===== config.mk =====
export PLATFORM = sky130hd
export DESIGN_NAME = sap1_fetch_unit
export DESIGN_NICKNAME = d
export VERILOG_FILES = /design/src/rtl/sap1_fetch_unit.sv
export SDC_FILE = /design/constraint.sdc
export NUM_CORES = 1
export LEC_CHECK = 0
export ABC_AREA = 1
export ABC_CLOCK_PERIOD_IN_PS = 1750
export CORE_MARGIN = 1.5
export CORE_UTILIZATION = 44
export CTS_CLUSTER_DIAMETER = 40
export DETAILED_ROUTE_END_ITERATION = 8
export PLACE_DENSITY = 0.81
export SYNTH_ARGS = -nofsm -noshare
export SYNTH_HDL_FRONTEND = slang
export SYNTH_SLANG_ARGS = --single-unit
export TNS_END_PERCENT = 100

===== constraint.sdc =====
create_clock -name CLK -period 1.75 [get_ports CLK]
set_clock_uncertainty 0.15 [all_clocks]
set_input_delay 0.35 -clock CLK [delete_from_list [all_inputs] [get_ports CLK]]
set_output_delay 0.35 -clock CLK [all_outputs]
set_load 0.02 [all_outputs]

===== src/rtl/sap1_fetch_unit.sv =====
// sap1_fetch_unit: SAP-1 instruction fetch stage.
//
// Holds the program counter (PC) and memory address register (MAR), drives the
// program ROM address and output-enable, and captures the returned word into the
// instruction register (IR). A fetch runs T1 (ADDR: MAR <= PC), T2 (INC: PC++),
// T3 (MEM: ROM enabled, IR <= ROM_data), and then presents the result for one
// cycle in DONE.
//
// Ports:
//   CLK          system clock, all state on the rising edge
//   CLR_bar      asynchronous active-low reset
//   fetch_req    request one fetch; sampled in IDLE and DONE
//   jump_en      load PC from jump_addr; honoured only in IDLE
//   jump_addr    jump target
//   halt         stop fetching; sampled in IDLE and DONE
//   ROM_address  MAR contents
//   CE_bar       ROM output enable (1 = ROM drives ROM_data); high only in MEM
//   ROM_data     ROM read data, combinational from ROM_address
//   ir_valid     one-cycle pulse: IR/opcode/operand hold a newly fetched word
//   opcode       IR upper OpcodeBits bits
//   operand      IR remaining low bits
//   pc           current PC
//   busy         high in ADDR, INC, MEM
//   halted       high in HALTED
module sap1_fetch_unit #(
  parameter int unsigned WordSize    = 8,
  parameter int unsigned AddressSize = 4,
  parameter int unsigned OpcodeBits  = 4
) (
  input  logic                           CLK,
  input  logic                           CLR_bar,
  input  logic                           fetch_req,
  input  logic                           jump_en,
  input  logic [AddressSize-1:0]         jump_addr,
  input  logic                           halt,
  output logic [AddressSize-1:0]         ROM_address,
  output logic                           CE_bar,
  input  logic [WordSize-1:0]            ROM_data,
  output logic                           ir_valid,
  output logic [OpcodeBits-1:0]          opcode,
  output logic [WordSize-OpcodeBits-1:0] operand,
  output logic [AddressSize-1:0]         pc,
  output logic                           busy,
  output logic                           halted
);

  localparam int unsigned OperandBits = WordSize - OpcodeBits;

  typedef enum logic [2:0] {
    StIdle,
    StAddr,
    StInc,
    StMem,
    StDone,
    StHalted
  } state_e;

  state_e                 state_q, state_d;
  logic [AddressSize-1:0] pc_q, pc_d;
  logic [AddressSize-1:0] mar_q, mar_d;
  logic [WordSize-1:0]    ir_q, ir_d;

  always_ff @(posedge CLK or negedge CLR_bar) begin
    if (!CLR_bar) begin
      state_q <= StIdle;
      pc_q    <= '0;
      mar_q   <= '0;
      ir_q    <= '0;
    end else begin
      state_q <= state_d;
      pc_q    <= pc_d;
      mar_q   <= mar_d;
      ir_q    <= ir_d;
    end
  end

  always_comb begin
    state_d = state_q;
    pc_d    = pc_q;
    mar_d   = mar_q;
    ir_d    = ir_q;

    case (state_q)
      StIdle: begin
        // A jump may coincide with fetch_req; the following ADDR then reads
        // the jump target because PC is loaded on this same edge.
        if (jump_en) begin
          pc_d = jump_addr;
        end
        if (halt) begin
          state_d = StHalted;
        end else if (fetch_req) begin
          state_d = StAddr;
        end
      end
      StAddr: begin
        mar_d   = pc_q;
        state_d = StInc;
      end
      StInc: begin
        // Natural modulo-2^AddressSize wrap.
        pc_d    = pc_q + AddressSize'(1);
        state_d = StMem;
      end
      StMem: begin
        ir_d    = ROM_data;
        state_d = StDone;
      end
      StDone: begin
        if (halt) begin
          state_d = StHalted;
        end else if (fetch_req) begin
          state_d = StAddr;
        end else begin
          state_d = StIdle;
        end
      end
      StHalted: begin
        state_d = StHalted;
      end
      default: begin
        state_d = StIdle;
      end
    endcase
  end

  // All outputs are register contents or pure state decodes.
  assign ROM_address = mar_q;
  assign pc          = pc_q;
  assign opcode      = ir_q[WordSize-1 -: OpcodeBits];
  assign operand     = ir_q[OperandBits-1:0];
  assign CE_bar      = (state_q == StMem);
  assign ir_valid    = (state_q == StDone);
  assign busy        = (state_q == StAddr) || (state_q == StInc) || (state_q == StMem);
  assign halted      = (state_q == StHalted);

endmodule


[Word-level counts from Yosys, hierarchy flattened]
Cells that the tools add are included.
Word-level totals
  register bits after elaboration: 19
  bits in latches: 0
  bits in writable memories: 0
  bits in read-only memories: 0
  bits of input ports: 17
  word-level logic and storage cells: 24
  memories kept: 0
Operators by class
  $add $sub $neg: 1
  multiply operators: 0
  div/mod/pow operators: 0
  magnitude comparators: 0
  equal/unequal tests: 7
  shifts and indexed selects: 0
  mux-type cells: 7
  bitwise gates (word level): 0
  reductions and logical operators: 5
Operators by type and width (number)
  $pmux 3 s6: 1
  $mux 3: 3
  $pmux 4 s2: 1
  $eq 3x2->1 const B: 2
  $eq 3x3->1 const B: 2
  $add 4x1->4 const B: 1
  $mux 4: 1
  $eq 3x1->1 const B: 1
  $logic_not 3->1: 1
  $ne 3x3->1 const B: 1
  $logic_or 1x1->1: 2
  $ne 2x2->1 const B: 1
  $reduce_and 2->1: 1
  $reduce_bool 2->1: 1
  $mux 1: 1

[Longest topological paths before layout]
Gate-level depths: netlist (run 1).
  depth after elaboration: 3
  mapped depth: 6
  depth with buffers taken out: 6

[Worst setup path before layout (run 1)]
No wires, ideal clock.
  kind: register -> output
  from: reg state_q[1]
  to: out ir_valid
  arrival: 1028 ps
  data required time: 1250 ps
  path slack: 222 ps
  stages on the path, launching flop included: 5
  buffers on the path: 1
  path through: dfrtp_1 -> buf_2 -> nor2_1 -> inv_1 -> nor2_1
Between the ends
  longest elaborated chain between the ends: 1
RTL lines
  from (decl): line 58  | state_e state_q, state_d;
  from (signal assigned): line 65  | state_q <= StIdle;
  from (signal assigned): line 70  | state_q <= state_d;
  $eq 3x3->1: line 133  | assign ir_valid = (state_q == StDone);
  to (decl): line 39  | output logic ir_valid,
Every way passes these cells.

[Worst setup path after layout (run 1)]
  from: reg state_q[0]
  to: out busy
Between the ends
  longest elaborated chain between the ends: 3
  elaborated cells on any way between the ends: 5
  classes of those cells: eq/ne: 3; reduce/logical: 2
RTL lines
  $eq 3x1->1 / $eq 3x2->1 (equally long branches): line 134  | assign busy = (state_q == StAddr) || (state_q == StInc) || (state_q == StMem);
  $logic_or 1x1->1: line 134
  $logic_or 1x1->1 (*): line 134
  to (decl): line 43  | output logic busy,
Mark *: on every way between the ends. The rest lies on a longest branch, timed or not.

==> results of run 1 <==
==> state kept, by name, indices dropped and copies added, names as in the netlist <==
register	count
ROM_address	4
state_q	3
pc	4
ir_q	8
==> power by group through the flow <==
| stage | logic, mW | registers [mW] | clock network (mW) |
|---|---|---|---|
| 2_1_floorplan | 0.607 | 1.04 | 0 |
| 3_3_place_gp | 1.58 | 0.795 | 0 |
| 3_5_place_dp | 1.62 | 0.809 | 0 |
| 4_1_cts | 1.47 | 0.796 | 0.235 |
| 5_1_grt | 1.65 | 0.835 | 0.248 |
| 6_report | 1.49 | 0.806 | 0.227 |
==> per-stage QoR <==
step | hold WS [ns] | TNS, ns | worst slack, ns
floorplan | -0.0956 | 0 | 0.222
global placement | 0.308 | -0.0310 | -0.0150
detailed placement | 0.314 | -0.169 | -0.0677
CTS | 0.221 | 0 | 0.0376
global route | 0.242 | -0.00482 | -0.00407
finish | 0.216 | 0 | 0.0462
==> routing by layer <==
| metal | GRT usage | vias to the layer above | share of wire |
|---|---|---|---|
| met5 | 0 | - | 0 |
| met4 | 0.130 | 0 | 0.026 |
| met3 | 0.0340 | 5 | 0.035 |
| met2 | 0.304 | 21 | 0.50 |
| met1 | 0.261 | 429 | 0.44 |
| li1 | - | 450 | - |
==> final cells by class <==
type                            count  area [µm²]
Fill cell                         171         574
Timing Repair Buffer               48         410
Multi-Input combinational cell     79         372
Inverter                           12        47.5
Clock buffer                        4        26.3
Sequential cell                    19         478
Tap cell                           27        33.8
==> logic make-up after synthesis <==
group	after synthesis	share of synthesized area
DFF	19	0.533
buffers and inverters	13	0.0589
AOI/OAI and AO/OA	5	0.0351
and+or+nand+nor	73	0.359
adders and majority gates	1	0.0140
==> timing repair <==
item	4_1_cts	5_1_grt
hold endpoints to repair	0	0
buffers inserted	0	1
pin swaps	0	1
endpoints found under the setup margin	20	4
resized for setup	33	3
==> worst paths after layout <==
check	endpoint	cells after the start
worst min register to register	ROM_address[1]	2
min in group CLK	ROM_address[1]	2
worst max-delay path	busy	4
worst max register to register	pc[1]	7
max in group asynchronous	state_q[2]	2
worst min-delay path	pc[1]	2
==> cells in the final DEF, fill, tap and decap left out, types with 2 or more instances in the layout <==
cell	count
inv_2	2
nand2_1	50
clkbuf_4	3
dfrtp_2	2
inv_1	9
buf_4	12
clkdlybuf4s50_1	16
nand4_1	2
o21ai_0	3
nor2_4	3
buf_2	4
dfrtp_1	17
nand3_1	10
nor2_1	5
dlygate4sd2_1	16
==> summary.md, run 1 <==
| Metric | Value |
|---|---|
| Mapped cell area | 892 µm² |
| Initial antenna violation count | 0 |
| Peak VDD IR | 0.00107 V |
| Crit path from | state_q[0] |
| Pwr Total | 2.52 mW |
| Worst path slowest cell | dfrtp_2 |
| Crit Path Category | register to output pin |
| Worst r2r src | state_q[0] |
| WP data arrival | 1.20 ns |
| Vias in the first global route | 696 |
| Number of flops mapped to enable cells by yosys | 0 |
| Layout cells sized above 1 | 0.185 |
| Avg Cell Area, Syn | 8.04 µm² |
| Design Area, Final | 1370 µm² |
| MaxCap Viol Count | 0 |
| CTS root buf | clkbuf_4 |
| Combinational share of power | 0.590 |
| Avg Vias per Cell | 4.79 |
| Post-synth top cells | nand2_1 (50), dfrtp_1 (19), nand3_1 (10), inv_1 (9), nor2_1 (6) |
| Remaining Overflow, GRT | 0 |
| Clock power frac | 0.090 |
| Vias | 905 |
| Worst Hold Class | input port to asynchronous set/reset pin |
| Dpl cells | 184 |
| Number of synthesized register bits | 19 |
| Clock transition at path regs | 0.11 ns |
| Post-synthesis cell type count | 17 |
| Critical Path Fanout Max | 3 |
| Top cell type by total area after synthesis | dfrtp_1 |
| Mapped Cells | 111 |
| Slowest cell delay on critical path | 0.46 ns |
| Async SR Flop Fraction | 1.00 |
| Initial drt markers | 16 |
| Cts hold-fix bufs | 0 |
| Row cnt | 16 |
| Crit path required time | 1.25 ns |
| Most common cell in the synthesized netlist | nand2_1 |
| First-pass GRT wire length | 2990 µm |
| Switching power share of the total | 0.464 |
| Pin count of the biggest net entering global routing | 20 |
| Routability congestion estimate from global placement | 0.794 |
| R2R Setup Slk | 0.29 ns |
| Num CTS Buffers | 3 |
| Crit. End Element | output pin |
| Static Leak | 0.751 nW |
| Sw Pwr | 1.17 mW |
| Non-Filler Instances | 189 |
| Delay-heaviest family, CP | flip-flops |
| Top FF cell, synth | dfrtp_1 |
| # IOs | 37 |
| Largest cells by area after synthesis | dfrtp_1 (53%), nand2_1 (21%), nand3_1 (5.6%) |
| Max frequency | 587 MHz |
| Synth warn | 0 |
| CTS tree | built |
| Antenna diodes | 0 |
| Status | finished clean |
| Final min period | 1.70 ns |
| Htree depth | 1 |
| Clock Latency Late Sink | 0.30 ns |
| CTS Buffer Depth | 2 |
| Setup crit start kind | register |
| Final hold vios | 0 |
| Die W | 48.0 µm |
| Placed inst area | 1360 µm² |
| Tot GR Track Use | 0.200 |
| Finished Core Util | 0.704 |
| Port Buffers | 36 |
| DRC errors left | 0 |
| Sequential fraction of design power | 0.320 |
| Slew of the pin with the lowest slew margin | 0.248 ns |
| Synth-to-Final Area Change | 53.3% |
| Final Setup Violations | 0 |
| Initial Utilization | 0.459 |
| Syn_nets | 129 |
| Die outline height | 48.0 µm |
| Core Area | 1940 µm² |
| DP HPWL | 1590 µm |
| Final nets | 181 |
| Final ANT Viol Nets | 0 |
| Area of the die | 2310 µm² |
| Final Max Tran Viols | 0 |
| Worst-path cell chain | nor2_4, buf_4, nor2_1, buf_2 |
| Drt pass-1 iters | 4 |
| Rel. slew slack | 0.835 |
| Register area share after synthesis | 0.533 |
| Period utilization | 0.974 |
| Pwr Density | 1840 nW/µm² |
| Clock sink total | 19 |
| Drt wl/cell | 11.1 µm |
| Internal power | 1.35 mW |
| Buf+Inv Stages, Crit Path | 2 |
| Post-synth top area share | 0.533 |
| Final WL | 2090 µm |
(Power assumes the default switching activity.)
==> run 2, diff against run 1 <==
PLACE_DENSITY = 0.86   (was 0.81)
==> run 2 against run 1 <==
  * Flip-flop and latch count did not move
  * Power rose by 2.2%
  * Largest cell class unchanged
  * Critical path type unchanged
  * Wire length is 1.4% higher
  * Sequential share of layout area down 0.78 points
  * Worst hold slack better by 0.011 ns
  * Largest power group unchanged
  * Highest routed layer is now met3
  * Maximum frequency is 0.31% lower
==> summary.md, run 2 (synthesis results as in run 1) <==
| Metric | Value |
|---|---|
| Design Area, Final | 1400 µm² (was 1370 µm²) |
| Routability congestion estimate from global placement | 0.880 (was 0.794) |
| Drt wl/cell | 11.2 µm (was 11.1 µm) |
| Worst r2r src | state_q[0] (unchanged) |
| Largest register by flop count | ir_q (unchanged) |
| Crit path required time | 1.25 ns (about the same) |
| Delay-heaviest family, CP | flip-flops (unchanged) |
| Clock transition at path regs | 0.12 ns (was 0.11 ns) |
| Setup crit start kind | register (unchanged) |
| Final WL | 2120 µm (was 2090 µm) |
| RSZ-0062 raised after global routing | true |
| Antenna diodes | 0 (unchanged) |
| Max frequency | 585 MHz (was 587 MHz) |
| Slowest cell delay on critical path | 0.43 ns (was 0.46 ns) |
| Finished Core Util | 0.718 (was 0.704) |
| Pin count of the biggest net entering global routing | 20 (unchanged) |
| Final nets | 182 (was 181) |
| Vias | 887 (was 905) |
| Port Buffers | 36 (unchanged) |
| Dpl cells | 184 (unchanged) |
| Clock Latency Late Sink | 0.29 ns (was 0.30 ns) |
| Die outline height | 48.0 µm (unchanged) |
| Peak VDD IR | 0.00110 V (was 0.00107 V) |
| Num CTS Buffers | 3 (unchanged) |
| CTS root buf | clkbuf_4 (unchanged) |
| R2R Setup Slk | 0.27 ns (was 0.29 ns) |
| Tot GR Track Use | 0.186 (was 0.200) |
| Rel. slew slack | 0.840 (was 0.835) |
| Vias in the first global route | 724 (was 696) |
| Non-Filler Instances | 190 (was 189) |
| Layout cells sized above 1 | 0.184 (was 0.185) |
| Synth-to-Final Area Change | 56.4% (was 53.3%) |
| Final Setup Violations | 0 (unchanged) |
| Buf+Inv Stages, Crit Path | 4 (was 2) |
| Row cnt | 16 (unchanged) |
| Worst path slowest cell | dfrtp_1 (was dfrtp_2) |
| Area of the die | 2310 µm² (unchanged) |
| CTS tree | built (unchanged) |
| Status | finished clean (unchanged) |
| MaxCap Viol Count | 0 (unchanged) |
| Final min period | 1.71 ns (was 1.70 ns) |
| Initial drt markers | 9 (was 16) |
| Reg2Reg Capture Point | pc[2] (was pc[1]) |
| Core Area | 1940 µm² (unchanged) |
| Min Hold Slack | 0.228 ns (was 0.216 ns) |
| Period utilization | 0.977 (was 0.974) |
| Die W | 48.0 µm (unchanged) |
| Drt pass-1 iters | 4 (unchanged) |
| Crit. End Element | output pin (unchanged) |
| WP data arrival | 1.21 ns (was 1.20 ns) |
| Final Max Tran Viols | 0 (unchanged) |
| Critical Path Fanout Max | 3 (unchanged) |
| Final hold vios | 0 (unchanged) |
| Final ANT Viol Nets | 0 (unchanged) |
| Initial antenna violation count | 0 (unchanged) |
| Pwr Density | 1850 nW/µm² (was 1840 nW/µm²) |
| Max FFs per register | 8 (unchanged) |
| DP HPWL | 1580 µm (was 1590 µm) |
| Htree depth | 1 (unchanged) |
| Worst Hold Class | input port to asynchronous set/reset pin (unchanged) |
| Clock sink total | 19 (unchanged) |
| DRC errors left | 0 (unchanged) |
| Cells on worst reg2reg path | 8 (was 7) |
| Placed inst area | 1360 µm² (unchanged) |
| Most frequent cells in the layout | nand2_1 (50), dfrtp_1 (18), clkdlybuf4s50_1 (16), dlygate4sd2_1 (16), buf_4 (13) (was nand2_1 (50), dfrtp_1 (17), clkdlybuf4s50_1 (16), dlygate4sd2_1 (16), buf_4 (12)) |
| Worst-path cell chain | buf_6, inv_4, nor2_4, nand2_4, inv_4, buf_6 (was nor2_4, buf_4, nor2_1, buf_2) |
| Initial Utilization | 0.459 (unchanged) |
| Cts hold-fix bufs | 0 (unchanged) |
| Slew of the pin with the lowest slew margin | 0.240 ns (was 0.248 ns) |
| Remaining Overflow, GRT | 0 (unchanged) |
| Static Leak | 0.763 nW (was 0.751 nW) |
| First-pass GRT wire length | 3080 µm (was 2990 µm) |
| Crit Path Category | register to output pin (unchanged) |
| Avg Vias per Cell | 4.67 (was 4.79) |
| CTS Buffer Depth | 2 (unchanged) |
| CP Depth | 6 (was 4) |
| Most common cell after layout, fill and taps aside | nand2_1 (unchanged) |
| # IOs | 37 (unchanged) |
-- run 2: metrics by stage --
| step | setup slack [ns] | TNS (ns) | total power, mW |
|---|---|---|---|
| after CTS | 0.00239 | 0 | 2.51 |
| final | 0.0410 | 0 | 2.57 |
| after global placement | -0.0831 | -0.0955 | 2.37 |
| after detailed placement | -0.112 | -0.144 | 2.42 |
| after floorplan | 0.222 | 0 | 1.65 |
| after global routing | -0.0185 | -0.0353 | 2.79 |
-- run 2: cell type report --
class	count	area, µm²
Multi-Input combinational cell	79	372
Timing Repair Buffer	49	435
Tap cell	27	33.8
Fill cell	150	547
Sequential cell	19	477
Clock buffer	3	22.5
Inverter	12	50.0
Clock inverter	1	5.00
-- run 2: power breakdown --
group,internal [mW],switching (mW)
logic,0.644,0.900
clock network,0.0848,0.137
registers,0.656,0.152
total,1.39,1.19
-- run 2: worst max-delay path by stage --
| stage | start | to | slack, ns |
|---|---|---|---|
| 2_1_floorplan | state_q[1] | ir_valid | 0.22 |
| 3_3_place_gp | state_q[1] | ir_valid | -0.08 |
| 3_5_place_dp | state_q[1] | ir_valid | -0.11 |
| 4_1_cts | state_q[0] | halted | 0.002 |
| 5_1_grt | state_q[0] | CE_bar | -0.02 |
| 6_report | state_q[0] | CE_bar | 0.04 |
-- run 2: what timing repair did --
item	in CTS	in global routing
setup buffers	1	1
resized for setup	30	8
endpoints found under the setup margin	20	4
pin swaps	1	0
-- run 2: metal layers --
| layer | vias to the layer above | GRT usage | part of all wire |
|---|---|---|---|
| met1 | 405 | 0.266 | 0.45 |
| met2 | 25 | 0.315 | 0.52 |
| met4 | 0 | 0.0486 | 0 |
| li1 | 457 | - | - |
| met3 | 0 | 0 | 0.026 |
| met5 | - | 0 | 0 |
